--- src/rtl/hack_mem_pkg.sv ---
// Shared types for the Hack data-RAM arbiter: FSM states, response owner
// encoding and the default implemented RAM depth.
package hack_mem_pkg;

    typedef enum logic [1:0] {
        IDLE,
        OWN_A,
        OWN_B_LOCK
    } arb_state_t;

    typedef enum logic {
        OWNER_A = 1'b0,
        OWNER_B = 1'b1
    } owner_t;

    localparam int HACK_RAM_DEPTH = 16384;

endpackage

--- src/rtl/hack_ram_arbiter_if.sv ---
// Bus bundle between the two requesters, the arbiter and the Hack data RAM.
// slave = arbiter side, master = requester/RAM side.
interface hack_ram_arbiter_if #(
    parameter int ADDR_W = 15,
    parameter int DATA_W = 16
);
    logic              a_req;
    logic              a_we;
    logic [ADDR_W-1:0] a_addr;
    logic [DATA_W-1:0] a_wdata;
    logic              a_gnt;
    logic              a_rvalid;
    logic [DATA_W-1:0] a_rdata;

    logic              b_req;
    logic              b_we;
    logic              b_lock;
    logic [ADDR_W-1:0] b_addr;
    logic [DATA_W-1:0] b_wdata;
    logic              b_gnt;
    logic              b_rvalid;
    logic [DATA_W-1:0] b_rdata;

    logic [ADDR_W-1:0] ram_address;
    logic [DATA_W-1:0] ram_data_in;
    logic              ram_write_enable;
    logic [DATA_W-1:0] ram_data_out;
    logic              oob_err;

    modport slave (
        input  a_req, a_we, a_addr, a_wdata,
        output a_gnt, a_rvalid, a_rdata,
        input  b_req, b_we, b_lock, b_addr, b_wdata,
        output b_gnt, b_rvalid, b_rdata,
        output ram_address, ram_data_in, ram_write_enable,
        input  ram_data_out,
        output oob_err
    );

    modport master (
        output a_req, a_we, a_addr, a_wdata,
        input  a_gnt, a_rvalid, a_rdata,
        output b_req, b_we, b_lock, b_addr, b_wdata,
        input  b_gnt, b_rvalid, b_rdata,
        input  ram_address, ram_data_in, ram_write_enable,
        output ram_data_out,
        input  oob_err
    );

endinterface

--- src/rtl/hack_arb_pick.sv ---
// Combinational two-way chooser: one-hot grant {b, a} from requests,
// FSM state, burst count and the contention tie-break bit.
module hack_arb_pick
    import hack_mem_pkg::*;
#(
    parameter int CNT_W     = 4,
    parameter int MAX_BURST = 8
) (
    input  logic             a_req,
    input  logic             b_req,
    input  logic             b_lock,
    input  arb_state_t       state,
    input  logic [CNT_W-1:0] burst_cnt,
    input  logic             prio_b,
    output logic [1:0]       gnt,
    output logic             b_cont
);

    logic at_max;
    assign at_max = burst_cnt >= CNT_W'(MAX_BURST);

    always_comb begin
        gnt    = 2'b00;
        b_cont = 1'b0;
        if (state == OWN_B_LOCK && b_req && b_lock) begin
            // burst exhausted with A waiting: A breaks the lock
            if (at_max && a_req) begin
                gnt = 2'b01;
            end else begin
                gnt    = 2'b10;
                b_cont = 1'b1;
            end
        end else begin
            unique case ({a_req, b_req})
                2'b11:   gnt = prio_b ? 2'b10 : 2'b01;
                2'b10:   gnt = 2'b01;
                2'b01:   gnt = 2'b10;
                default: gnt = 2'b00;
            endcase
        end
    end

endmodule

--- src/rtl/hack_ram_arbiter.sv ---
// Shares the single-port Hack data RAM between CPU (A) and DMA (B).
// HACK_ARB_RR_EN selects round-robin contention; default is A-priority.
module hack_ram_arbiter
    import hack_mem_pkg::*;
#(
    parameter int ADDR_W    = 15,
    parameter int DATA_W    = 16,
    parameter int RAM_DEPTH = HACK_RAM_DEPTH,
    parameter int MAX_BURST = 8
) (
    input logic               clk,
    input logic               reset,
    hack_ram_arbiter_if.slave bus
);

    localparam int CNT_W = $clog2(MAX_BURST + 1);

    arb_state_t        state;
    logic [CNT_W-1:0]  burst_cnt;
    logic              prio_b;
    logic              gnt_a;
    logic              gnt_b;
    logic              b_cont;
    logic              any_gnt;
    logic [ADDR_W-1:0] sel_addr;
    logic [DATA_W-1:0] sel_wdata;
    logic              sel_we;
    logic              sel_oob;
    logic [31:0]       addr_ext;
    logic [ADDR_W-1:0] last_addr;
    logic              rd_pend;
    owner_t            rd_owner;
    logic              rd_oob;
    logic              oob_q;

    // reset masks requests so no grant or RAM command leaks out
    hack_arb_pick #(
        .CNT_W     (CNT_W),
        .MAX_BURST (MAX_BURST)
    ) u_pick (
        .a_req     (bus.a_req & ~reset),
        .b_req     (bus.b_req & ~reset),
        .b_lock    (bus.b_lock),
        .state     (state),
        .burst_cnt (burst_cnt),
        .prio_b    (prio_b),
        .gnt       ({gnt_b, gnt_a}),
        .b_cont    (b_cont)
    );

    assign any_gnt   = gnt_a | gnt_b;
    assign sel_addr  = gnt_b ? bus.b_addr  : bus.a_addr;
    assign sel_wdata = gnt_b ? bus.b_wdata : bus.a_wdata;
    assign sel_we    = gnt_b ? bus.b_we    : bus.a_we;
    assign addr_ext  = 32'(sel_addr);
    assign sel_oob   = addr_ext >= 32'(RAM_DEPTH);

    assign bus.a_gnt = gnt_a;
    assign bus.b_gnt = gnt_b;

    assign bus.ram_address      = any_gnt ? sel_addr : last_addr;
    assign bus.ram_data_in      = any_gnt ? sel_wdata : '0;
    assign bus.ram_write_enable = any_gnt & sel_we & ~sel_oob;

    assign bus.a_rvalid = rd_pend & (rd_owner == OWNER_A);
    assign bus.b_rvalid = rd_pend & (rd_owner == OWNER_B);
    assign bus.a_rdata  = (bus.a_rvalid & ~rd_oob) ? bus.ram_data_out : '0;
    assign bus.b_rdata  = (bus.b_rvalid & ~rd_oob) ? bus.ram_data_out : '0;
    assign bus.oob_err  = oob_q;

    always_ff @(posedge clk or posedge reset) begin
        if (reset) begin
            rd_pend   <= 1'b0;
            rd_owner  <= OWNER_A;
            rd_oob    <= 1'b0;
            oob_q     <= 1'b0;
            last_addr <= '0;
        end else begin
            rd_pend  <= any_gnt & ~sel_we;
            rd_owner <= gnt_b ? OWNER_B : OWNER_A;
            rd_oob   <= sel_oob;
            oob_q    <= any_gnt & sel_oob;
            if (any_gnt) begin
                last_addr <= sel_addr;
            end
        end
    end

    always_ff @(posedge clk or posedge reset) begin
        if (reset) begin
            state     <= IDLE;
            burst_cnt <= '0;
        end else if (gnt_b && bus.b_lock) begin
            state <= OWN_B_LOCK;
            if (!b_cont) begin
                burst_cnt <= CNT_W'(1);
            end else if (burst_cnt < CNT_W'(MAX_BURST)) begin
                burst_cnt <= burst_cnt + CNT_W'(1);
            end
        end else if (gnt_a) begin
            state     <= OWN_A;
            burst_cnt <= '0;
        end else begin
            state     <= IDLE;
            burst_cnt <= '0;
        end
    end

`ifdef HACK_ARB_RR_EN
    // last winner: after an A grant, B wins the next contention
    always_ff @(posedge clk or posedge reset) begin
        if (reset) begin
            prio_b <= 1'b0;
        end else if (any_gnt) begin
            prio_b <= gnt_a;
        end
    end
`else
    assign prio_b = 1'b0;
`endif

endmodule
--- src/flat_wrapper.sv ---
// flat-port wrapper written by rule: the top's interface ports become plain ports
module hack_ram_arbiter_flat import hack_mem_pkg::*;
#(
    parameter int ADDR_W    = 15,
    parameter int DATA_W    = 16,
    parameter int RAM_DEPTH = HACK_RAM_DEPTH,
    parameter int MAX_BURST = 8
)
  (clk, reset, bus_a_req, bus_a_we, bus_a_addr, bus_a_wdata, bus_a_gnt, bus_a_rvalid, bus_a_rdata, bus_b_req, bus_b_we, bus_b_lock, bus_b_addr, bus_b_wdata, bus_b_gnt, bus_b_rvalid, bus_b_rdata, bus_ram_address, bus_ram_data_in, bus_ram_write_enable, bus_ram_data_out, bus_oob_err);
  hack_ram_arbiter_if #(.ADDR_W(ADDR_W), .DATA_W(DATA_W)) bus_i ();
  input logic clk;
  input logic reset;
  input wire logic [$bits(bus_i.a_req)-1:0] bus_a_req;
  input wire logic [$bits(bus_i.a_we)-1:0] bus_a_we;
  input wire logic [$bits(bus_i.a_addr)-1:0] bus_a_addr;
  input wire logic [$bits(bus_i.a_wdata)-1:0] bus_a_wdata;
  output wire logic [$bits(bus_i.a_gnt)-1:0] bus_a_gnt;
  output wire logic [$bits(bus_i.a_rvalid)-1:0] bus_a_rvalid;
  output wire logic [$bits(bus_i.a_rdata)-1:0] bus_a_rdata;
  input wire logic [$bits(bus_i.b_req)-1:0] bus_b_req;
  input wire logic [$bits(bus_i.b_we)-1:0] bus_b_we;
  input wire logic [$bits(bus_i.b_lock)-1:0] bus_b_lock;
  input wire logic [$bits(bus_i.b_addr)-1:0] bus_b_addr;
  input wire logic [$bits(bus_i.b_wdata)-1:0] bus_b_wdata;
  output wire logic [$bits(bus_i.b_gnt)-1:0] bus_b_gnt;
  output wire logic [$bits(bus_i.b_rvalid)-1:0] bus_b_rvalid;
  output wire logic [$bits(bus_i.b_rdata)-1:0] bus_b_rdata;
  output wire logic [$bits(bus_i.ram_address)-1:0] bus_ram_address;
  output wire logic [$bits(bus_i.ram_data_in)-1:0] bus_ram_data_in;
  output wire logic [$bits(bus_i.ram_write_enable)-1:0] bus_ram_write_enable;
  input wire logic [$bits(bus_i.ram_data_out)-1:0] bus_ram_data_out;
  output wire logic [$bits(bus_i.oob_err)-1:0] bus_oob_err;
  assign bus_i.a_req = bus_a_req;
  assign bus_i.a_we = bus_a_we;
  assign bus_i.a_addr = bus_a_addr;
  assign bus_i.a_wdata = bus_a_wdata;
  assign bus_a_gnt = bus_i.a_gnt;
  assign bus_a_rvalid = bus_i.a_rvalid;
  assign bus_a_rdata = bus_i.a_rdata;
  assign bus_i.b_req = bus_b_req;
  assign bus_i.b_we = bus_b_we;
  assign bus_i.b_lock = bus_b_lock;
  assign bus_i.b_addr = bus_b_addr;
  assign bus_i.b_wdata = bus_b_wdata;
  assign bus_b_gnt = bus_i.b_gnt;
  assign bus_b_rvalid = bus_i.b_rvalid;
  assign bus_b_rdata = bus_i.b_rdata;
  assign bus_ram_address = bus_i.ram_address;
  assign bus_ram_data_in = bus_i.ram_data_in;
  assign bus_ram_write_enable = bus_i.ram_write_enable;
  assign bus_i.ram_data_out = bus_ram_data_out;
  assign bus_oob_err = bus_i.oob_err;
  hack_ram_arbiter #(.ADDR_W(ADDR_W), .DATA_W(DATA_W), .RAM_DEPTH(RAM_DEPTH), .MAX_BURST(MAX_BURST)) u_core (.clk(clk), .reset(reset), .bus(bus_i));
endmodule
--- config.mk ---
export PLATFORM = sky130hd
export DESIGN_NAME = hack_ram_arbiter_flat
export DESIGN_NICKNAME = d
export VERILOG_FILES = /design/src/rtl/hack_mem_pkg.sv /design/src/rtl/hack_ram_arbiter_if.sv /design/src/rtl/hack_arb_pick.sv /design/src/rtl/hack_ram_arbiter.sv /design/src/flat_wrapper.sv
export SDC_FILE = /design/constraint.sdc
export NUM_CORES = 1
export LEC_CHECK = 0
export CORE_MARGIN = 2
export CORE_UTILIZATION = 30
export DETAILED_ROUTE_END_ITERATION = 7
export HOLD_SLACK_MARGIN = 0.02
export PLACE_DENSITY_LB_ADDON = 0.15
export SLEW_MARGIN = 10
export SYNTH_ARGS = -nofsm -noshare
export SYNTH_HDL_FRONTEND = slang
export SYNTH_SLANG_ARGS = --single-unit
--- constraint.sdc ---
create_clock -name clk -period 2.7 [get_ports clk]
set_input_delay 0.54 -clock clk [delete_from_list [all_inputs] [get_ports clk]]
set_output_delay 0.54 -clock clk [all_outputs]
set_load 0.05 [all_outputs]
==> results of run 1 <==
what timing repair did:
item | 4_1_cts | 5_1_grt
buffers inserted | 0 | 2
gates resized for setup | 0 | 5
endpoints found under the setup margin | 0 | 15
cell usage in the layout (no fill, tap or decap), drive strengths merged:
master,count
a22o,16
a221o,14
dlymetal6s2s,3
a211o,2
and3b,1
clkinv,1
nor2b,3
o211ai,2
xnor2,1
nand4bb,1
nand2,9
a21o,1
ha,2
or2,1
clkdlybuf4s50,84
and4bb,1
buf,82
a2bb2oi,1
and2,47
o21bai,1
nor2,2
or2b,1
a311oi,2
o22a,1
nand2b,1
clkbuf,3
and4b,1
inv,4
nand3,2
mux2i,1
a21oi,7
nor3b,2
dfrtp,25
synthesized netlist by cell type, drive strengths merged (2+ instances only):
| cell | n | share of area, % |
|---|---|---|
| and2 | 47 | 18 |
| dfrtp | 25 | 38 |
| a22o | 16 | 8.4 |
| a221o | 14 | 8.4 |
| nand2 | 9 | 2.0 |
| buf | 8 | 4.8 |
| a21oi | 7 | 2.8 |
| inv | 4 | 0.90 |
| clkbuf | 3 | 0.68 |
| nor2b | 3 | 1.1 |
| a211o | 2 | 1.1 |
| a311oi | 2 | 2.1 |
| ha | 2 | 1.5 |
| nand3 | 2 | 0.60 |
| nor2 | 2 | 0.45 |
| nor3b | 2 | 1.6 |
| o211ai | 2 | 0.90 |
cell type report:
cell class / instances / area [um^2]
inverter: 4 / 15.0
tap: 72 / 90.1
clock inverter: 1 / 5.00
clock buffer: 3 / 41.3
timing repair buffer: 169 / 2160
fill: 406 / 1570
sequential: 25 / 626
multi-input combinational: 123 / 936
how the worst max path moves through the flow:
stage / start / end / slack (ps) / cells past startpoint
detailed placement: bus_b_lock / bus_ram_address[4] / 7 / 6
global placement: bus_b_lock / bus_ram_address[10] / 50 / 6
floorplan: bus_a_req / bus_ram_data_in[10] / 190 / 5
finish: reset / bus_ram_address[13] / 90 / 6
global route: reset / bus_ram_address[13] / 30 / 6
CTS: bus_b_lock / bus_ram_address[7] / 5 / 6
layer usage:
metal / routed length [um] / GRT usage (%) / up-vias
met2: 3240 / 37.6 / 93
met1: 2200 / 21.7 / 883
met3: 615 / 6.44 / 4
met4: 48 / 3.33 / 0
li1: - / - / 920
met5: 0 / 0 / -
per-stage QoR:
| stage | instance area, um^2 | hold WS (ps) |
|---|---|---|
| after floorplan | 1660 | 545 |
| after global placement | 3800 | 580 |
| after detailed placement | 3800 | 588 |
| after CTS | 3840 | 601 |
| after global routing | 3870 | 631 |
| final | 3870 | 595 |
cell families (layout without fill, tap and decap cells):
group | after synthesis | in the layout | synth area share (%)
AND/OR/NAND/NOR | 72 | 72 | 27.5
AO/OA/AOI/OAI | 47 | 47 | 25.9
flip-flops | 25 | 25 | 37.6
buffers and inverters | 15 | 177 | 6.39
adder cells (fa/ha/maj) | 2 | 2 | 1.50
XOR/XNOR | 1 | 1 | 0.526
multiplexers | 1 | 1 | 0.602
flip-flops by register name (all words and copies together), names as in the netlist:
signal	cells
u_core.burst_cnt	4
u_core.bus.oob_err	1
u_core.last_addr	15
u_core.rd_oob	1
u_core.rd_owner	1
u_core.rd_pend	1
u_core.state	2
report_power, final:
part	total [mW]	switching, mW	internal [mW]	leakage [nW]
combinational	0.762	0.365	0.397	1.34
clock	0.219	0.116	0.103	0.0255
sequential	0.418	0.00939	0.409	0.318
critical path: cells and delay by family:
family | cells | cell delay, ps
compound gates | 2 | 500
buf+inv | 4 | 1010
==> results_dict.tcl, run 1 <==
set metrics [dict create \
    postCtsHoldBufs 0 \
    grt_pass1_vias 2019 \
    critPathKind "input port to output pin" \
    dp_cells 391 \
    place_congestion 0.877 \
    wl_um 6110 \
    min_period_over_period_pct 96.8 \
    rows 27 \
    grt-ovfl-total 0 \
    dp_slack_ps 7.23 \
    crit_chain "clkdlybuf4s50_1, buf_4, a311oi_4, buf_12, a221o_1, buf_12" \
    rsz0062_at_grt "false" \
    dr_total_vias 1900 \
    first_iter_violations 78 \
    cts.path.max_buffers 2 \
    die-height_um 78.5 \
    dp_hpwl_um 5110 \
    fin_total_pwr_mw 1.40 \
    worstSkewPairLatency_ps 260 \
    syn_area_mm2 0.00166 \
    avgSynthCellArea_um2 10.2 \
    p_leak_nw 1.69 \
    ys_seq_area_share_pct 37.6 \
    grt.total_usage_pct 19.8 \
    io_buffers 153 \
    end_kind "output pin" \
    die_area_mm2 0.00616 \
    synth_warnings 0 \
    drive_gt1_share_pct 29.2 \
    drt-wirelength-per-cell_um 15.4 \
    die_x_um 78.5 \
    r2r_setup_slack_ps 930 \
    root_buffer "clkbuf_8" \
    yosysUniqueCellTypes 36 \
    min_to "u_core.burst_cnt[1]$_DFFE_PP0P_" \
    htreeDepth 1 \
    critPathArrivalTime_ps 2070 \
    start_kind "input port" \
    cts_tree "done" \
    core_area_mm2 0.00544 \
    setup_viol 0 \
    max_stage_delay_ps 450 \
    netlist_instances 163 \
    synth-edff-count 0 \
    cp.required_ps 2160 \
    clock_skew_ps 3.34 \
    n_antenna_cell 0 \
    finalCriticalPeriod_ps 2610 \
    synth_ff_type "dfrtp_1" \
    ff2ff_path_depth 5 \
    ys_ff_latch 25 \
    ant_nets 0 \
    post-route-util_pct 71.2 \
    via_per_inst 4.79 \
    status "finished, final reports clean" \
    cts_inserted_buffers 3 \
    r2r_start "u_core.burst_cnt[3]$_DFFE_PP0P_" \
    holdPathStages 2 \
    tightest_slew_ps 511 \
    timing.rr.end "u_core.last_addr[13]$_DFF_PP0_" \
    grt_max_degree 32 \
    min-delay-path-class "flip-flop to flip-flop" \
    async_flop_share_pct 100 \
    power.density_mw_per_mm2 361 \
    start_util_pct 30.6 \
    clk_pin_slew_ps 90 \
    vdd_drop_max_v 0.000375 \
    cp_max_fo 31 \
    slew_headroom_pct 65.8 \
    final-instance-count-excl-fill 397 \
    grt_pass1_wl_um 9800 \
    hold_start "u_core.burst_cnt[1]$_DFFE_PP0P_" \
    fin_ws_ps 87.7 \
    nNetsFinal 413 \
    io_pins 154 \
    drcViolationCount 0 \
    synth.net_count 250 \
    antenna_found_initial 0 \
    maxCapViolCount 0 \
    hold_viol 0 \
    fmax_mhz 383 \
    first_pass_iters 4 \
    syn_to_final_growth_pct 133 \
    fin_setup_tns_ps 0 \
    crit_slowest_cell "clkdlybuf4s50_1" \
    final_max_slew_viol_count 0 \
    worst_path_most_repeated_cell "buf_12" \
    cts.sinks 25 \
]
Power figures use the tool's default switching activity.
==> run 2, diff against run 1 <==
--- a/config.mk
+++ b/config.mk
@@ -10,6 +10,7 @@
 export DETAILED_ROUTE_END_ITERATION = 7
 export HOLD_SLACK_MARGIN = 0.02
 export PLACE_DENSITY_LB_ADDON = 0.15
+export REMOVE_ABC_BUFFERS = 1
 export SLEW_MARGIN = 10
 export SYNTH_ARGS = -nofsm -noshare
 export SYNTH_HDL_FRONTEND = slang
==> run 2 against run 1 <==
Effect of this change: non-clock buffer count is 7 higher; global-route usage is 1.5 points lower; critical path depth is 1 higher; cell area is 2.6% higher; first-iteration DRC count is 9.0% higher; flip-flop and latch count stayed put; sequential power hardly changed; setup slack worse by 49 ps; final cell count is 1.8% higher; die area stayed put; hold slack worse by 91 ps; register-to-register slack worse by 50 ps; largest cell class unchanged; highest routed layer unchanged.
==> results_dict.tcl, run 2 (same netlist as run 1, synthesis figures left out) <==
set metrics [dict create \
    first_pass_iters 4 \
    drcViolationCount 0 \
    finalCriticalPeriod_ps 2660 \
    regMostFlops "u_core.last_addr" \
    drt-wirelength-per-cell_um 14.8 \
    top_regs "u_core.last_addr: 15 flops, u_core.burst_cnt: 4 flops, u_core.state: 2 flops" \
    slew_headroom_pct 65.9 \
    dp_hpwl_um 4870 \
    worst_path_most_repeated_cell "buf_12" \
    htreeDepth 1 \
    status "finished, final reports clean" \
    core_area_mm2 0.00544 \
    timing.rr.end "u_core.last_addr[1]$_DFF_PP0_" \
    maxUsedRoutingLayer "met4" \
    whs_ps 504 \
    fin_area_mm2 0.00397 \
    dpl_cell_area_mm2 0.00380 \
    grt_pass1_vias 1927 \
    place_congestion 0.837 \
    nNetsFinal 420 \
    power.density_mw_per_mm2 357 \
    io_buffers 153 \
    cp.required_ps 2160 \
    cts_inserted_buffers 3 \
    ff2ff_path_depth 6 \
    wl_met1_um 2240 \
    final-instance-count-excl-fill 404 \
    regArea_um2 626 \
    fin_setup_tns_ps 0 \
    grt.total_usage_pct 18.3 \
    dr_wl_met3_um 589 \
    min-delay-path-class "input port to async pin" \
    cts_tree "done" \
    p_leak_nw 1.72 \
    die_area_mm2 0.00616 \
    post-route-util_pct 73.0 \
    largest_reg_flops 15 \
    multi_input_area_um2 936 \
    p_seq_share_pct 29.5 \
    clock_skew_ps 9.38 \
    switchingPower_mw 0.497 \
    power_frac_comb_pct 54.7 \
    dr_total_vias 1923 \
    crit_chain "clkdlybuf4s50_1, or2b_4, a21oi_4, buf_12, buf_12, a221o_1, buf_12" \
    die_x_um 78.5 \
    max_stage_delay_ps 490 \
    p_int_mw 0.923 \
    start_util_pct 30.6 \
    min_period_over_period_pct 98.6 \
    fill_cells 384 \
    met2_wirelength_um 3120 \
    end_kind "output pin" \
    switching_share_pct 35.0 \
    antenna_found_initial 0 \
    final_cell_mix "clkdlybuf4s50_1 (84), buf_12 (54), and2_1 (47), buf_4 (32), dfrtp_1 (25)" \
    rows 27 \
    critPathArrivalTime_ps 2120 \
    cts.path.max_buffers 2 \
    via_per_inst 4.76 \
    postCtsHoldBufs 0 \
    cp_max_fo 11 \
    vdd_drop_max_v 0.000344 \
    clk_pin_slew_ps 90 \
    n_antenna_cell 0 \
    dp_cells 392 \
    tightest_slew_ps 511 \
    wl_um 5990 \
    r2r_start "u_core.burst_cnt[3]$_DFFE_PP0P_" \
    final_max_slew_viol_count 0 \
    start_kind "input port" \
    clkPwrFrac_pct 15.8 \
    worstSkewPairLatency_ps 270 \
    critPathKind "input port to output pin" \
    ant_nets 0 \
    hold_viol 0 \
    fmax_mhz 376 \
    cts.sinks 25 \
    grt_max_degree 32 \
    grt_pass1_wl_um 9110 \
    io_pins 154 \
    first_iter_violations 85 \
    root_buffer "clkbuf_8" \
    maxCapViolCount 0 \
    drive_gt1_share_pct 30.7 \
    crit_slowest_cell "clkdlybuf4s50_1" \
    final_common_cell "clkdlybuf4s50_1" \
    grt-ovfl-total 0 \
    setup_viol 0 \
    r2r_setup_slack_ps 880 \
    die-height_um 78.5 \
    syn_to_final_growth_pct 139 \
]
-- run 2: cell count changes in the layout (fill, tap and decap cells not counted) --
cell,change
clkbuf_16,+2
dlymetal6s2s_1,-1
buf_12,+1
dlygate4sd2_1,+1
clkinvlp_4,+1
buf_4,+4
clkinv_2,-1
-- run 2: area by class of cell --
class                   instances  area share (%)
inverters                       4           0.378
repair buffers                176            56.8
multi-input cells             123            23.6
clock buffers                   3            1.04
clock inverters                 1           0.189
well taps                      72            2.27
flip-flops and latches         25            15.7
-- run 2: through the flow --
step,worst slack (ps),total power [mW]
after floorplan,-196,0.744
after global placement,-3.65,1.18
after detailed placement,-48.3,1.18
after CTS,11.3,1.41
after global routing,-15.2,1.48
final,38.7,1.42
-- run 2: worst max-delay path: cells and delay by family --
| kind | cells | cell delay [ps] |
|---|---|---|
| compound gates | 2 | 360 |
| buf+inv | 4 | 910 |
| simple gates | 1 | 300 |
-- run 2: metal layers --
metal	track usage (%)	up-vias
li1	-	930
met1	20.1	881
met2	34.1	110
met3	6.78	2
met4	2.98	0
met5	0	-
-- run 2: timing repair --
item | in CTS | in global routing
endpoints found under the setup margin | 25 | 13
resized for setup | 2 | 3
pin swaps | 0 | 3
setup buffers | 0 | 6
cloned | 0 | 2
-- run 2: worst max-delay path by stage --
stage                          start                  end  slack, ps
after global placement    bus_b_lock   bus_ram_address[7]         -4
after detailed placement  bus_b_lock  bus_ram_address[13]        -50
after CTS                  bus_a_req   bus_ram_address[3]         10
after global routing       bus_b_req   bus_ram_address[1]        -20
after floorplan            bus_a_req   bus_ram_address[0]       -200
final                      bus_b_req   bus_ram_address[2]         40
-- run 2: power by group through the flow --
| stage | sequential [mW] | clock [mW] | combinational [mW] |
|---|---|---|---|
| after global placement | 0.424 | 0 | 0.752 |
| after CTS | 0.419 | 0.234 | 0.760 |
| after floorplan | 0.427 | 0 | 0.317 |
| after detailed placement | 0.427 | 0 | 0.758 |
| after global routing | 0.422 | 0.246 | 0.809 |
| final | 0.419 | 0.225 | 0.776 |
